**src/rtl/div_seq_ctrl.sv**
```systemverilog
// Sequencer for the shared iterative integer divider (div.w/mod.w/div.wu/mod.wu).
// Define DIV_EARLY_OUT_EN to skip the loop when the divisor is zero or |src1| < |src2|.
module div_seq_ctrl #(
    parameter int unsigned ITER_PER_CYCLE = 1  // legal values: 1, 2, 4
) (
    input  logic        clk,
    input  logic        reset,
    input  logic        div_req_i,
    input  logic        div_mod_i,
    input  logic        div_unsigned_i,
    input  logic [31:0] div_src1_i,
    input  logic [31:0] div_src2_i,
    input  logic        div_adv_i,
    input  logic        div_cancel_i,
    output logic [31:0] div_result_o,
    output logic        div_ok_o,
    output logic        div_busy_o
);

    localparam logic [1:0] IDLE = 2'd0;
    localparam logic [1:0] CALC = 2'd1;
    localparam logic [1:0] FIX  = 2'd2;
    localparam logic [1:0] DONE = 2'd3;

    localparam int         ITERS    = int'(ITER_PER_CYCLE);
    localparam logic [5:0] LAST_CNT = 6'(32 / ITER_PER_CYCLE - 1);

    logic [1:0]  state_q, state_d;
    logic [31:0] quo_q, quo_d;  // holds the dividend; quotient bits shift in from the right
    logic [31:0] dvs_q, dvs_d;
    logic [31:0] rem_q, rem_d;
    logic [5:0]  cnt_q, cnt_d;
    logic        neg_quo_q, neg_quo_d;
    logic        neg_rem_q, neg_rem_d;
    logic        mod_q, mod_d;
    logic [31:0] result_q, result_d;

    logic        sgn1, sgn2;
    logic [31:0] abs1, abs2;
    logic [31:0] step_quo, step_rem;
    logic [31:0] quo_fix, rem_fix;

    assign sgn1 = ~div_unsigned_i & div_src1_i[31];
    assign sgn2 = ~div_unsigned_i & div_src2_i[31];
    // 33-bit negate so that |0x80000000| comes out as 0x80000000 unsigned
    assign abs1 = sgn1 ? 32'(33'd0 - {1'b1, div_src1_i}) : div_src1_i;
    assign abs2 = sgn2 ? 32'(33'd0 - {1'b1, div_src2_i}) : div_src2_i;

    always_comb begin
        logic [32:0] shifted;
        logic [32:0] diff;
        shifted  = '0;
        diff     = '0;
        step_quo = quo_q;
        step_rem = rem_q;
        for (int i = 0; i < ITERS; i++) begin
            shifted  = {step_rem, step_quo[31]};
            diff     = shifted - {1'b0, dvs_q};
            step_quo = {step_quo[30:0], ~diff[32]};
            step_rem = diff[32] ? shifted[31:0] : diff[31:0];
        end
    end

    // A zero divisor leaves an all-ones quotient that must not be negated
    assign quo_fix = (neg_quo_q && (dvs_q != 32'd0)) ? 32'd0 - quo_q : quo_q;
    assign rem_fix = neg_rem_q ? 32'd0 - rem_q : rem_q;

    always_comb begin
        state_d   = state_q;
        quo_d     = quo_q;
        dvs_d     = dvs_q;
        rem_d     = rem_q;
        cnt_d     = cnt_q;
        neg_quo_d = neg_quo_q;
        neg_rem_d = neg_rem_q;
        mod_d     = mod_q;
        result_d  = result_q;
        case (state_q)
            IDLE: begin
                if (div_req_i && !div_cancel_i) begin
                    quo_d     = abs1;
                    dvs_d     = abs2;
                    rem_d     = '0;
                    cnt_d     = '0;
                    neg_quo_d = sgn1 ^ sgn2;
                    neg_rem_d = sgn1;
                    mod_d     = div_mod_i;
                    state_d   = CALC;
`ifdef DIV_EARLY_OUT_EN
                    if ((abs2 == 32'd0) || (abs1 < abs2)) begin
                        quo_d   = (abs2 == 32'd0) ? '1 : '0;
                        rem_d   = abs1;
                        state_d = FIX;
                    end
`endif
                end
            end
            CALC: begin
                if (div_cancel_i || !div_req_i) begin
                    state_d = IDLE;
                end else begin
                    quo_d = step_quo;
                    rem_d = step_rem;
                    cnt_d = cnt_q + 6'd1;
                    if (cnt_q == LAST_CNT) begin
                        state_d = FIX;
                    end
                end
            end
            FIX: begin
                if (div_cancel_i || !div_req_i) begin
                    state_d = IDLE;
                end else begin
                    result_d = mod_q ? rem_fix : quo_fix;
                    state_d  = DONE;
                end
            end
            DONE: begin
                if (div_adv_i || div_cancel_i) begin
                    state_d = IDLE;
                end
            end
            default: state_d = IDLE;
        endcase
    end

    always_ff @(posedge clk) begin
        if (reset) begin
            state_q   <= IDLE;
            quo_q     <= '0;
            dvs_q     <= '0;
            rem_q     <= '0;
            cnt_q     <= '0;
            neg_quo_q <= 1'b0;
            neg_rem_q <= 1'b0;
            mod_q     <= 1'b0;
            result_q  <= '0;
        end else begin
            state_q   <= state_d;
            quo_q     <= quo_d;
            dvs_q     <= dvs_d;
            rem_q     <= rem_d;
            cnt_q     <= cnt_d;
            neg_quo_q <= neg_quo_d;
            neg_rem_q <= neg_rem_d;
            mod_q     <= mod_d;
            result_q  <= result_d;
        end
    end

    assign div_result_o = result_q;
    assign div_ok_o     = ~div_req_i | (state_q == DONE);
    assign div_busy_o   = (state_q == CALC) | (state_q == FIX);

endmodule

```
**config.mk**
```make
export PLATFORM = sky130hd
export DESIGN_NAME = div_seq_ctrl
export DESIGN_NICKNAME = d
export VERILOG_FILES = /design/src/rtl/div_seq_ctrl.sv
export SDC_FILE = /design/constraint.sdc
export NUM_CORES = 1
export LEC_CHECK = 0
export ABC_AREA = 1
export ABC_CLOCK_PERIOD_IN_PS = 6600
export CORE_MARGIN = 3
export CORE_UTILIZATION = 35
export DETAILED_ROUTE_END_ITERATION = 10
export MAX_ROUTING_LAYER = met4
export PLACE_DENSITY = 0.59
export SYNTH_ARGS = -nofsm -noshare
export SYNTH_HDL_FRONTEND = slang
export SYNTH_SLANG_ARGS = --single-unit
```
**constraint.sdc**
```tcl
create_clock -name clk -period 6.6 [get_ports clk]
set_input_delay 1.32 -clock clk [delete_from_list [all_inputs] [get_ports clk]]
set_output_delay 1.32 -clock clk [all_outputs]
set_load 0.02 [all_outputs]
```
==> metrics.md <==
| Metric | Value |
|---|---|
| First-pass GRT wire length | `66100 um` |
| IO Count | `105` |
| Worst-path maximum fanout | `57` |
| Crit path buffers/inverters | `5` |
| Area after DPL | `13600 um^2` |
| DP Cell Count | `2624` |
| Cts repair resizes | `0` |
| Die area | `37200 um^2` |
| Grt total ovfl | `0` |
| Wire per inst | `15.8 um` |
| Tcrit/Tclk final | `0.702` |
| Pleak | `0.00684 uW` |
| Max Clock Skew | `0.0138 ns` |
| Layout Utilization | `0.416` |
| FMAX | `0.216 GHz` |
| Peak VDD IR | `0.196 mV` |
| Hold_buf cts | `0` |
| Final net count | `2309` |
| Largest net degree at the start of global routing | `67` |
| Worst hold path type | `flop to flop` |
| Count of cell types in the netlist | `45` |
| Placeable Area | `34000 um^2` |
| Via density | `5.12` |
| Clock sink total | `139` |
| RSZ-0062 raised after global routing | `false` |
| PwrDens | `293 nW/um^2` |
| Worst Path Required | `6.92 ns` |
| Critical path's slowest cell | `inv_1` |
| Die X | `193 um` |
| CP Capture Type | `flop` |
| Reg2reg start | `state_q[1]` |
| Antenna violations before repair | `0` |
| Worst hold slack | `0.469 ns` |
| Max_cap viols | `0` |
| Drt pass-1 iters | `6` |
| Yosys reg bits | `139` |
| Non-filler cells, final | `2655` |
| Maximum buffer depth of the clock tree | `2` |
| CTS tree | `yes` |
| Total CTS buffers | `17` |
| Cell Area, Synth | `12200 um^2` |
| Layout cell share with drive strength beyond 1 | `0.0399` |
| GRT Util Overall | `0.230` |
| Worst Tran Pin Value | `1.13 ns` |
| Clk slew on worst S/H paths | `0.07 ns` |
| Cell breakdown of the critical path | `inv_1, ha_1, inv_1, nor2_2, buf_4, nor2_4, buf_4, clkinv_1, o21ai_0, a21oi_1` |
| Latest clock arrival within the worst-skew pair | `0.44 ns` |
| Initial Utilization | `0.360` |
| Drc violations | `0` |
| Post-Syn Area per Cell | `5.72 um^2` |
| Hold path start | `dvs_q[31]` |
| Slew margin rel. | `0.243` |
| Final Slew Violations | `0` |
| Status | `finished clean` |
| Final Hold Viols | `0` |
| N_diodes | `0` |
| Vias in the first global route | `12400` |
| Die height | `193 um` |
| Site row count | `67` |
| CTS H-tree lvls | `4` |
| Final ANT Viol Nets | `0` |
| Crit path max-delay family | `buffers and inverters` |
| Synthesis Warnings | `0` |
| Final setup TNS | `0 ns` |
| Mapped Cells | `2139` |
| Arrival time at the worst endpoint | `4.95 ns` |
| Kind of critical path | `flop to flop` |
| Post-CTS Setup Inserts | `0` |
| Clock root cell | `clkbuf_16` |
| Setup-failing EPs final | `0` |
| Syn Nets | `2253` |
| Sequential area share after synthesis | `0.227` |
| Critical path origin | `state_q[1]` |
| DR iter-0 viols | `1051` |
| DR vias | `13600` |
| Startpoint types | `flop` |
| Final HPWL DP | `33100 um` |
| Port bufs | `104` |
| Final Cell Area | `14200 um^2` |
| Final WL | `42000 um` |
| Max stage delay on crit path | `0.97 ns` |
| Area Growth Syn to Fin | `15.8%` |
| Final Wtd Congestion | `0.905` |
| Min cycle time layout | `4.63 ns` |
## layout make-up
| class | instances | area (um^2) |
|---|---|---|
| Sequential cell | 139 | 2780 |
| Fill cell | 3775 | 19900 |
| Tap cell | 448 | 561 |
| Inverter | 320 | 1200 |
| Clock inverter | 13 | 143 |
| Clock buffer | 18 | 439 |
| Timing Repair Buffer | 116 | 1130 |
| Multi-Input combinational cell | 1601 | 7920 |
## tightest hold or removal path, delay by kind of cell (launching register included)
family | cells | cell delay (ns)
DFF | 1 | 0.31
and+or+nand+nor | 1 | 0.06
AOI/OAI and AO/OA | 1 | 0.05
## synthesized netlist by cell type (all sizes together)
library cell / count / area (um^2)
ha: 42 / 526
o221ai: 1 / 8.76
inv: 318 / 1190
clkinv: 2 / 7.51
a21oi: 205 / 1040
nor3b: 3 / 22.5
nand3: 218 / 1110
a31oi: 13 / 81.3
fa: 1 / 20.0
o21bai: 7 / 52.6
a211oi: 2 / 15.0
o31ai: 2 / 15.0
clkbuf: 53 / 199
o21ai: 167 / 840
and3: 2 / 12.5
nor3: 29 / 155
o21a: 3 / 22.5
dfxtp: 139 / 2780
a21o: 3 / 22.5
o211ai: 10 / 75.1
xnor2: 11 / 96.3
or2: 10 / 62.6
nand2: 580 / 2260
nor2: 194 / 738
buf: 26 / 150
nor4: 5 / 31.3
and2: 4 / 25.0
nand4: 33 / 206
xor2: 38 / 333
nand3b: 18 / 135
## cells in the final DEF, fill, tap and decap left out, types with 3 or more instances in the layout
master           synthesis  final
a21o_1                   3      3
a21oi_1                202    202
a31oi_1                 13     13
and2_1                   4      4
buf_4                    0     12
clkbuf_16                0     17
clkdlybuf4s50_1          0    103
clkinv_2                 0      3
clkinv_4                 0      3
dfxtp_1                139    139
ha_1                    42     42
inv_1                  311    310
inv_2                    7      8
inv_6                    0      3
nand2_1                567    567
nand2_2                  7      7
nand2_4                  4      4
nand3_1                216    216
nand3b_1                18     18
nand4_1                 33     33
nor2_1                 190    187
nor2_2                   4      6
nor3_1                  27     27
nor3b_1                  3      3
nor4_1                   5      5
o211ai_1                10     10
o21a_1                   3      3
o21ai_0                160    159
o21ai_1                  6      7
o21bai_1                 7      7
or2_2                    8      8
xnor2_1                 11     11
xor2_1                  38     38
## power breakdown
part           switching (uW)  internal (uW)
Clock                     411            567
Combinational            1430            649
Sequential                132            960
Total                    1980           2180
## state kept, by name (all words and copies together) (netlist names)
| register | flops |
|---|---|
| div_result_o | 32 |
| dvs_q | 32 |
| quo_q | 32 |
| rem_q | 32 |
| cnt_q | 6 |
| state_q | 2 |
| mod_q | 1 |
| neg_quo_q | 1 |
| neg_rem_q | 1 |
## metrics by stage
stage,setup slack (ns),total power [uW]
3_3_place_gp,1.95,3150
3_5_place_dp,1.88,3160
5_1_grt,1.44,4480
6_report,1.97,4150
2_1_floorplan,3.61,2540
4_1_cts,1.98,4140
## routing by layer
layer,wire length [um],part of all wire,GRT usage,vias up
met5,0,0,-,-
met4,886,0.021,0.0606,0
met3,2130,0.051,0.0248,47
met2,18400,0.44,0.350,343
met1,20600,0.49,0.326,6155
li1,-,-,-,7044
## path summary, 6_finish.rpt
| check | slack, ns | depth (start not counted) | to |
|---|---|---|---|
| setup reg to reg | 1.97 | 10 | quo_q[24] |
| setup / recovery | 1.97 | 10 | quo_q[24] |
| hold reg to reg | 0.47 | 2 | dvs_q[31] |
| hold / removal | 0.47 | 2 | dvs_q[31] |
## cells by family (layout without fill, tap and decap cells)
kind of cell,count (synthesis),in the layout,synth area share
AO/OA/AOI/OAI,413,413,0.178
XOR/XNOR,49,49,0.0351
adder cells (fa/ha/maj),43,43,0.0446
buffers and inverters,399,467,0.127
flip-flops,139,139,0.227
AND/OR/NAND/NOR,1096,1096,0.388
Note: power is estimated with default switching activity, not from simulation.
